==> src/rtl/priv_trap_sequencer.sv <==
// -----------------------------------------------------------------------------
// priv_trap_sequencer
//
// Sequences a privileged control transfer: it captures one trap or xRET event,
// waits for the pipeline to drain, commits mcause/mepc/mtval (or signals the
// xRET commit), and then redirects fetch.
//
// State flow: IDLE -> WAIT_CLEAR -> COMMIT -> REDIRECT -> IDLE
//
// Ports
//   clk, rst            rising-edge clock, asynchronous active-high reset
//   fault_insn .. fault_s  exception requests, sampled only in IDLE
//   ret                 xRET retiring, sampled only in IDLE
//   timer_int, soft_int, ext_int, mie   pending interrupts and global enable
//   epc, badaddr        PC / faulting address of the capturing instruction
//   mtvec, mepc_r       trap vector and current mepc (used in REDIRECT)
//   pipe_clear          pipeline drained
//   insert_pc, priv_pc  fetch redirect pulse and target
//   intr                captured event is an interrupt (0 in IDLE)
//   busy                sequencer not in IDLE
//   csr_we, mcause_wdata, mepc_wdata, mtval_wdata   trap CSR commit pulse/data
//   ret_commit          xRET commit pulse
//   dbg_state           current FSM state for observation
//
// Handshake: there is no valid/ready pair; an event is taken when it is
// present during an IDLE cycle and every input event outside IDLE is ignored.
// pipe_clear acts as the "ready" that releases WAIT_CLEAR.
// -----------------------------------------------------------------------------
module priv_trap_sequencer (
  input  logic        clk,
  input  logic        rst,
  input  logic        fault_insn,
  input  logic        mal_insn,
  input  logic        illegal_insn,
  input  logic        breakpoint,
  input  logic        env,
  input  logic        mal_l,
  input  logic        fault_l,
  input  logic        mal_s,
  input  logic        fault_s,
  input  logic        ret,
  input  logic        timer_int,
  input  logic        soft_int,
  input  logic        ext_int,
  input  logic        mie,
  input  logic [31:0] epc,
  input  logic [31:0] badaddr,
  input  logic [31:0] mtvec,
  input  logic [31:0] mepc_r,
  input  logic        pipe_clear,
  output logic        insert_pc,
  output logic [31:0] priv_pc,
  output logic        intr,
  output logic        busy,
  output logic        csr_we,
  output logic [31:0] mcause_wdata,
  output logic [31:0] mepc_wdata,
  output logic [31:0] mtval_wdata,
  output logic        ret_commit,
  output logic [1:0]  dbg_state
);

  typedef enum logic [1:0] {
    IDLE       = 2'd0,
    WAIT_CLEAR = 2'd1,
    COMMIT     = 2'd2,
    REDIRECT   = 2'd3
  } state_t;

  state_t      state;

  // Captured event
  logic [3:0]  code_q;
  logic        intr_q;
  logic        ret_q;
  logic [31:0] epc_q;
  logic [31:0] tval_q;

  // Capture decode (only consumed in IDLE)
  logic        any_exc;
  logic        any_int;
  logic        event_seen;
  logic [3:0]  cap_code;
  logic        cap_intr;
  logic        cap_ret;
  logic [31:0] cap_tval;

  assign any_exc    = fault_insn | mal_insn | illegal_insn | breakpoint | env |
                      mal_s | mal_l | fault_s | fault_l;
  assign any_int    = mie & (ext_int | soft_int | timer_int);
  assign event_seen = any_exc | any_int | ret;

  always_comb begin
    cap_code = 4'd0;
    cap_intr = 1'b0;
    cap_ret  = 1'b0;
    cap_tval = 32'd0;
    if (any_exc) begin
      if (fault_insn)        cap_code = 4'd1;
      else if (mal_insn)     cap_code = 4'd0;
      else if (illegal_insn) cap_code = 4'd2;
      else if (breakpoint)   cap_code = 4'd3;
      else if (env)          cap_code = 4'd11;
      else if (mal_s)        cap_code = 4'd6;
      else if (mal_l)        cap_code = 4'd4;
      else if (fault_s)      cap_code = 4'd7;
      else                   cap_code = 4'd5;
      // Only address-related exceptions report the faulting address.
      case (cap_code)
        4'd0, 4'd1, 4'd4, 4'd5, 4'd6, 4'd7: cap_tval = badaddr;
        default:                            cap_tval = 32'd0;
      endcase
    end else if (any_int) begin
      cap_intr = 1'b1;
      if (ext_int)       cap_code = 4'd11;
      else if (soft_int) cap_code = 4'd3;
      else               cap_code = 4'd7;
    end else begin
      cap_ret = ret;
    end
  end

  // FSM with registered control and CSR data outputs
  always_ff @(posedge clk or posedge rst) begin
    if (rst) begin
      state        <= IDLE;
      code_q       <= 4'd0;
      intr_q       <= 1'b0;
      ret_q        <= 1'b0;
      epc_q        <= 32'd0;
      tval_q       <= 32'd0;
      busy         <= 1'b0;
      intr         <= 1'b0;
      csr_we       <= 1'b0;
      ret_commit   <= 1'b0;
      insert_pc    <= 1'b0;
      mcause_wdata <= 32'd0;
      mepc_wdata   <= 32'd0;
      mtval_wdata  <= 32'd0;
    end else begin
      case (state)
        IDLE: begin
          if (event_seen) begin
            state  <= WAIT_CLEAR;
            code_q <= cap_code;
            intr_q <= cap_intr;
            ret_q  <= cap_ret;
            epc_q  <= epc;
            tval_q <= cap_tval;
            busy   <= 1'b1;
            intr   <= cap_intr;
          end
        end
        WAIT_CLEAR: begin
          if (pipe_clear) begin
            state      <= COMMIT;
            csr_we     <= ~ret_q;
            ret_commit <= ret_q;
            if (!ret_q) begin
              mcause_wdata <= {intr_q, 27'd0, code_q};
              mepc_wdata   <= epc_q;
              mtval_wdata  <= tval_q;
            end
          end
        end
        COMMIT: begin
          state        <= REDIRECT;
          csr_we       <= 1'b0;
          ret_commit   <= 1'b0;
          mcause_wdata <= 32'd0;
          mepc_wdata   <= 32'd0;
          mtval_wdata  <= 32'd0;
          insert_pc    <= 1'b1;
        end
        REDIRECT: begin
          state     <= IDLE;
          insert_pc <= 1'b0;
          busy      <= 1'b0;
          intr      <= 1'b0;
        end
        default: state <= IDLE;
      endcase
    end
  end

  // Redirect target: the only outputs with a combinational path from inputs
  // (mtvec and mepc_r), and forced to 0 outside REDIRECT.
  logic [31:0] vec_base;
  assign vec_base = {mtvec[31:2], 2'b00};

  always_comb begin
    priv_pc = 32'd0;
    if (state == REDIRECT) begin
      if (ret_q)
        priv_pc = mepc_r;
      else if (intr_q && (mtvec[1:0] == 2'b01))
        priv_pc = vec_base + {26'd0, code_q, 2'b00};
      else
        priv_pc = vec_base;
    end
  end

  assign dbg_state = state;

endmodule

==> config.mk <==
export PLATFORM = sky130hd
export DESIGN_NAME = priv_trap_sequencer
export DESIGN_NICKNAME = d
export VERILOG_FILES = /design/src/rtl/priv_trap_sequencer.sv
export SDC_FILE = /design/constraint.sdc
export NUM_CORES = 1
export LEC_CHECK = 0
export ABC_AREA = 1
export CAP_MARGIN = 40
export CORE_UTILIZATION = 35
export DETAILED_ROUTE_END_ITERATION = 7
export PLACE_DENSITY = 0.65
export SYNTH_ARGS = -nofsm -noshare
export SYNTH_HDL_FRONTEND = slang
export SYNTH_SLANG_ARGS = --single-unit
==> constraint.sdc <==
create_clock -name clk -period 7.77 [get_ports clk]
set_input_delay 0.777 -clock clk [delete_from_list [all_inputs] [get_ports clk]]
set_output_delay 0.777 -clock clk [all_outputs]
set_load 0.03 [all_outputs]
### Word level (Yosys, flattened, before mapping)

Index checks and enable logic that the tools add are counted.
W data, S select, Z words.

| storage, ports and cells | value |
|---|---|
| word-level logic and storage cells | 96 |
| latch bits | 0 |
| bits in writable memories | 0 |
| memories | 0 |
| output and inout bits | 135 |
| register bits | 173 |
| ROM bits | 0 |
| input port bits | 145 |

| operators by class | value |
|---|---|
| div/mod/pow operators | 0 |
| $mul | 0 |
| bitwise gates (word level) | 14 |
| $add $sub $neg | 1 |
| shifts and indexed selects | 0 |
| reductions and logical operators | 12 |
| $lt $le $gt $ge | 0 |
| equality and inequality tests | 12 |
| muxes and demuxes | 43 |

Operators with widths:

| operator | count |
|---|---|
| $mux W32 | 11 |
| $pmux W32 S2 | 3 |
| $mux W4 | 9 |
| $add A32 B6 Y32 | 1 |
| $eq A4 B3 Y1 const B | 4 |
| $or A1 B1 Y1 | 12 |
| $mux W2 | 5 |
| $pmux W1 S2 | 5 |
| $mux W1 | 8 |
| $pmux W2 S4 | 1 |
| $reduce_and A2 Y1 | 4 |
| $ne A2 B2 Y1 const B | 3 |
| $reduce_bool A2 Y1 | 3 |
| $reduce_or A6 Y1 | 1 |
| $eq A2 B1 Y1 const B | 2 |
| $eq A2 B2 Y1 const B | 2 |
| $eq A4 B1 Y1 const B | 1 |
| $logic_not A4 Y1 | 1 |
| $mux W3 | 1 |
| $reduce_and A3 Y1 | 1 |
| $logic_not A2 Y1 | 1 |
| $and A1 B1 Y1 | 1 |
| $logic_and A1 B1 Y1 | 1 |
| $not A1 Y1 | 1 |

### Logic depth before layout (Yosys ltp)

| logic depth | value |
|---|---|
| word-level depth | 13 |
| gate-level depth with buffers | 11 |
| mapped depth without buffers | 11 |

### Worst setup path after synthesis

Ideal clock, no wire load.

| timing path | value |
|---|---|
| path kind | input -> output |
| from | in mtvec[5] |
| to | out priv_pc[17] |
| stages on the path | 10 |
| setup slack | 4.614 ns |
| arrival | 2.379 ns |
| buffers on the path | 0 |
| required time | 6.993 ns |
| path through | ha_1 -> nand2_1 -> inv_1 -> nand3_1 -> nand2_1 -> nand2_1 -> nor2_2 -> nand2_1 -> or2_0 -> a21oi_1 |

| between the ends | value |
|---|---|
| cells in the longest elaborated chain, start to end | 4 |

Ends and longest elaborated chain:

| element | line | RTL |
|---|---|---|
| start: declaration | 48 | `input logic [31:0] mtvec,` |
| $add A32 B6 Y32 | 197 | `priv_pc = vec_base + {26'd0, code_q, 2'b00};` |
| $mux W32 | 196 | `else if (intr_q && (mtvec[1:0] == 2'b01))` |
| $mux W32 | 194 | `if (ret_q)` |
| $mux W32 | 193 | `if (state == REDIRECT) begin` |
| end: declaration | 52 | `output logic [31:0] priv_pc,` |

No other way between the ends.

### Final worst setup path

| timing path | value |
|---|---|
| from | in mtvec[2] |
| to | out priv_pc[16] |

The elaborated chain is that of the path after synthesis.

==> results.yml <==
outcome:
  status: "finished clean"
routing:
  drt-initial-drc-count: 239
  ant_nets: 0
  first_pass_iters: 4
  vias_per_cell: 4.64
  routed_wl_mm: 21.7
  wl_per_cell_microns: 14.5
  vias: 6950
  drcViolationCount: 0
worst_setup_path:
  crit_type: "input port to output pin"
  cp-end-kind: "output pin"
  crit_fanout: 7
  crit_slowest_cell: "clkdlybuf4s50_1"
  critical_path.startpoint_type: "input port"
  required_ns: 6.99
  cp_slowest_stage_delay_ns: 0.65
  crit_chain: "clkdlybuf4s50_1 -> ha_1 -> inv_1 -> fa_1 -> o21ai_2 -> nand3_1 -> nor2_1 -> nand3b_1 -> nand3_1 -> nand2_1 -> inv_1 -> clkdlybuf4s50_1"
  critPathArrivalTime_ns: 3.66
grt:
  grt_pass1_vias: 6767
  met1_usage_pct: 22.6
  gr-usage-all-layers_pct: 19.3
  grt_pass1_wl_mm: 34.0
  grt_max_degree: 79
  grt.met3_usage_pct: 7.71
  gr-total-overflow: 0
  grtUsageMet2_pct: 31.8
  busiest_layer: "met2"
  antenna_found_initial: 4
power:
  p_per_area_nw_per_um2: 388
  worst_ir_drop_vdd_mv: 0.195
  p_leak_uw: 0.00509
clocking:
  cts-buffers-inserted: 17
  root_buffer: "clkbuf_16"
  ctsHoldBuffers: 0
  htree_levels: 4
  numClockSinks: 146
  cts_tree: "built"
  clkTransAtPathRegs_ns: 0.06
  clock_path_buffers: 2
  worstSkewPairLatency_ns: 0.42
  cts_setup_buffers: 0
  cts_resized: 0
timing:
  fin_skew_ns: 0.00855
  fin_crit_ns: 4.44
  max_freq_ghz: 0.225
  timing.slew.headroom_pct: 48.2
  fin_tns_setup_ns: 0
  worst_pin_slew_ns: 0.778
  hold_violations: 0
  setup_viol: 0
  final-max-slew-violation-count: 0
  rsz0062_at_grt: "no"
  finalCritPeriodShare_pct: 57.1
floorplan:
  fp.dieW_microns: 151
  die_area_sq_um: 22900
  rows: 54
  core_area_sq_um: 21800
  pin_count: 280
  die_y_microns: 151
  start_util_pct: 35.7
logic_synthesis:
  syn-cell-area_sq_um: 7790
  ys_ff_latch: 146
  ys_seq_area_share_pct: 46.9
  yosysUniqueCellTypes: 42
  yosys_warnings: 0
  syn_area_per_cell_sq_um: 8.08
  synthCells: 964
placed_design:
  dpl.hpwl_mm: 15.6
  gp_congestion: 0.887
  place_inst: 1464
  port_buffers: 252
final_layout:
  fin_cells: 1497
  area_growth_pct: 42.4
  nets: 1358
  final_common_cell: "clkdlybuf4s50_1"
  drive_above_1_share_pct: 8.96
  mostFrequentLayoutCells: "252 x clkdlybuf4s50_1, 204 x inv_1, 146 x dfrtp_1, 143 x nand2_1, 75 x nor2_1"
worst_hold_path:
  min_path_type: "flip-flop to flip-flop"
job:
  drv_cap: 0
[critical path, delay by kind of cell]
family	cells	cell delay (ns)
buffers and inverters	4	1.24
adder cells (fa/ha/maj)	2	0.58
AND/OR/NAND/NOR	5	0.79
AO/OA/AOI/OAI	1	0.26
[kinds of logic after synthesis]
| family | synth area share [%] |
|---|---|
| AO/OA/AOI/OAI | 16.2 |
| XOR/XNOR | 0.225 |
| flip-flops | 46.9 |
| AND/OR/NAND/NOR | 19.2 |
| other | 0.0482 |
| adder cells (fa/ha/maj) | 1.70 |
| buffers and inverters | 15.8 |
[worst paths after layout]
| check | slack (ns) | endpoint | cells after the start | start |
|---|---|---|---|---|
| setup reg to reg | 5.04 | epc_q[23] | 9 | dbg_state[0] |
| max in group asynchronous | 5.81 | mtval_wdata[10] | 4 | rst |
| hold / removal | 0.47 | epc_q[26] | 2 | epc_q[26] |
| setup / recovery | 3.33 | priv_pc[16] | 12 | mtvec[2] |
| min in group asynchronous | 0.85 | tval_q[28] | 2 | rst |
| hold reg to reg | 0.47 | epc_q[26] | 2 | epc_q[26] |
[flip-flops by register name (all words and copies together), names as in the netlist, 2 cells and up]
signal and count:
mepc_wdata 32, epc_q 32, tval_q 32, mcause_wdata 5, dbg_state 2, mtval_wdata 32
code_q 4
[per-stage QoR]
| stage | util (%) | total power [uW] | setup slack (ns) | area [sq um] | hold slack [ns] |
|---|---|---|---|---|---|
| 2_1_floorplan | - | 2710 | 3.07 | 7890 | 0.443 |
| 3_3_place_gp | 47.5 | 3400 | 3.35 | 10400 | 0.457 |
| 3_5_place_dp | 48.0 | 3480 | 3.33 | 10500 | 0.459 |
| 4_1_cts | 50.8 | 4360 | 3.32 | 11100 | 0.474 |
| 5_1_grt | 50.8 | 4590 | 3.09 | 11100 | 0.489 |
| 6_report | 50.8 | 4300 | 3.33 | 11100 | 0.472 |
[power breakdown]
part	internal, uW	switching [uW]	total (uW)
sequential	1090	154	1250
clock	510	338	849
combinational	838	1370	2210
[synthesized netlist by cell type (all sizes together)]
cell / instances / share of area (%)
inv: 207 / 10
nand2: 149 / 7.5
dfrtp: 146 / 47
o21ai: 101 / 8.5
nor2: 79 / 4.0
nand3: 75 / 5.2
o22ai: 63 / 5.2
buf: 49 / 4.8
a21oi: 21 / 1.3
clkbuf: 19 / 0.92
nor3: 11 / 0.77
nand4: 10 / 0.80
ha: 9 / 1.4
o211ai: 5 / 0.48
or2: 5 / 0.40
nand3b: 3 / 0.29
o31ai: 2 / 0.37
a31oi: 1 / 0.080
and3: 1 / 0.080
clkinv: 1 / 0.048
conb: 1 / 0.048
fa: 1 / 0.26
nor3b: 1 / 0.096
o21bai: 1 / 0.096
o41ai: 1 / 0.11
xnor2: 1 / 0.11
xor2: 1 / 0.11
[layout make-up]
class	instances	area [sq um]
fill	2084	10700
sequential	146	3650
multi-input combinational	568	3010
timing repair buffer	262	2680
inverter	208	786
clock buffer	18	429
tap	280	350
clock inverter	14	179
antenna	1	2.50
[layer usage]
layer / vias to the layer above / wire length (microns) / part of all wire (%)
li1: 3504 / - / -
met5: - / 41 / 0.19
met2: 222 / 10400 / 48
met1: 3179 / 8810 / 41
met4: 6 / 480 / 2.2
met3: 39 / 2000 / 9.2
(Power assumes the default switching activity.)
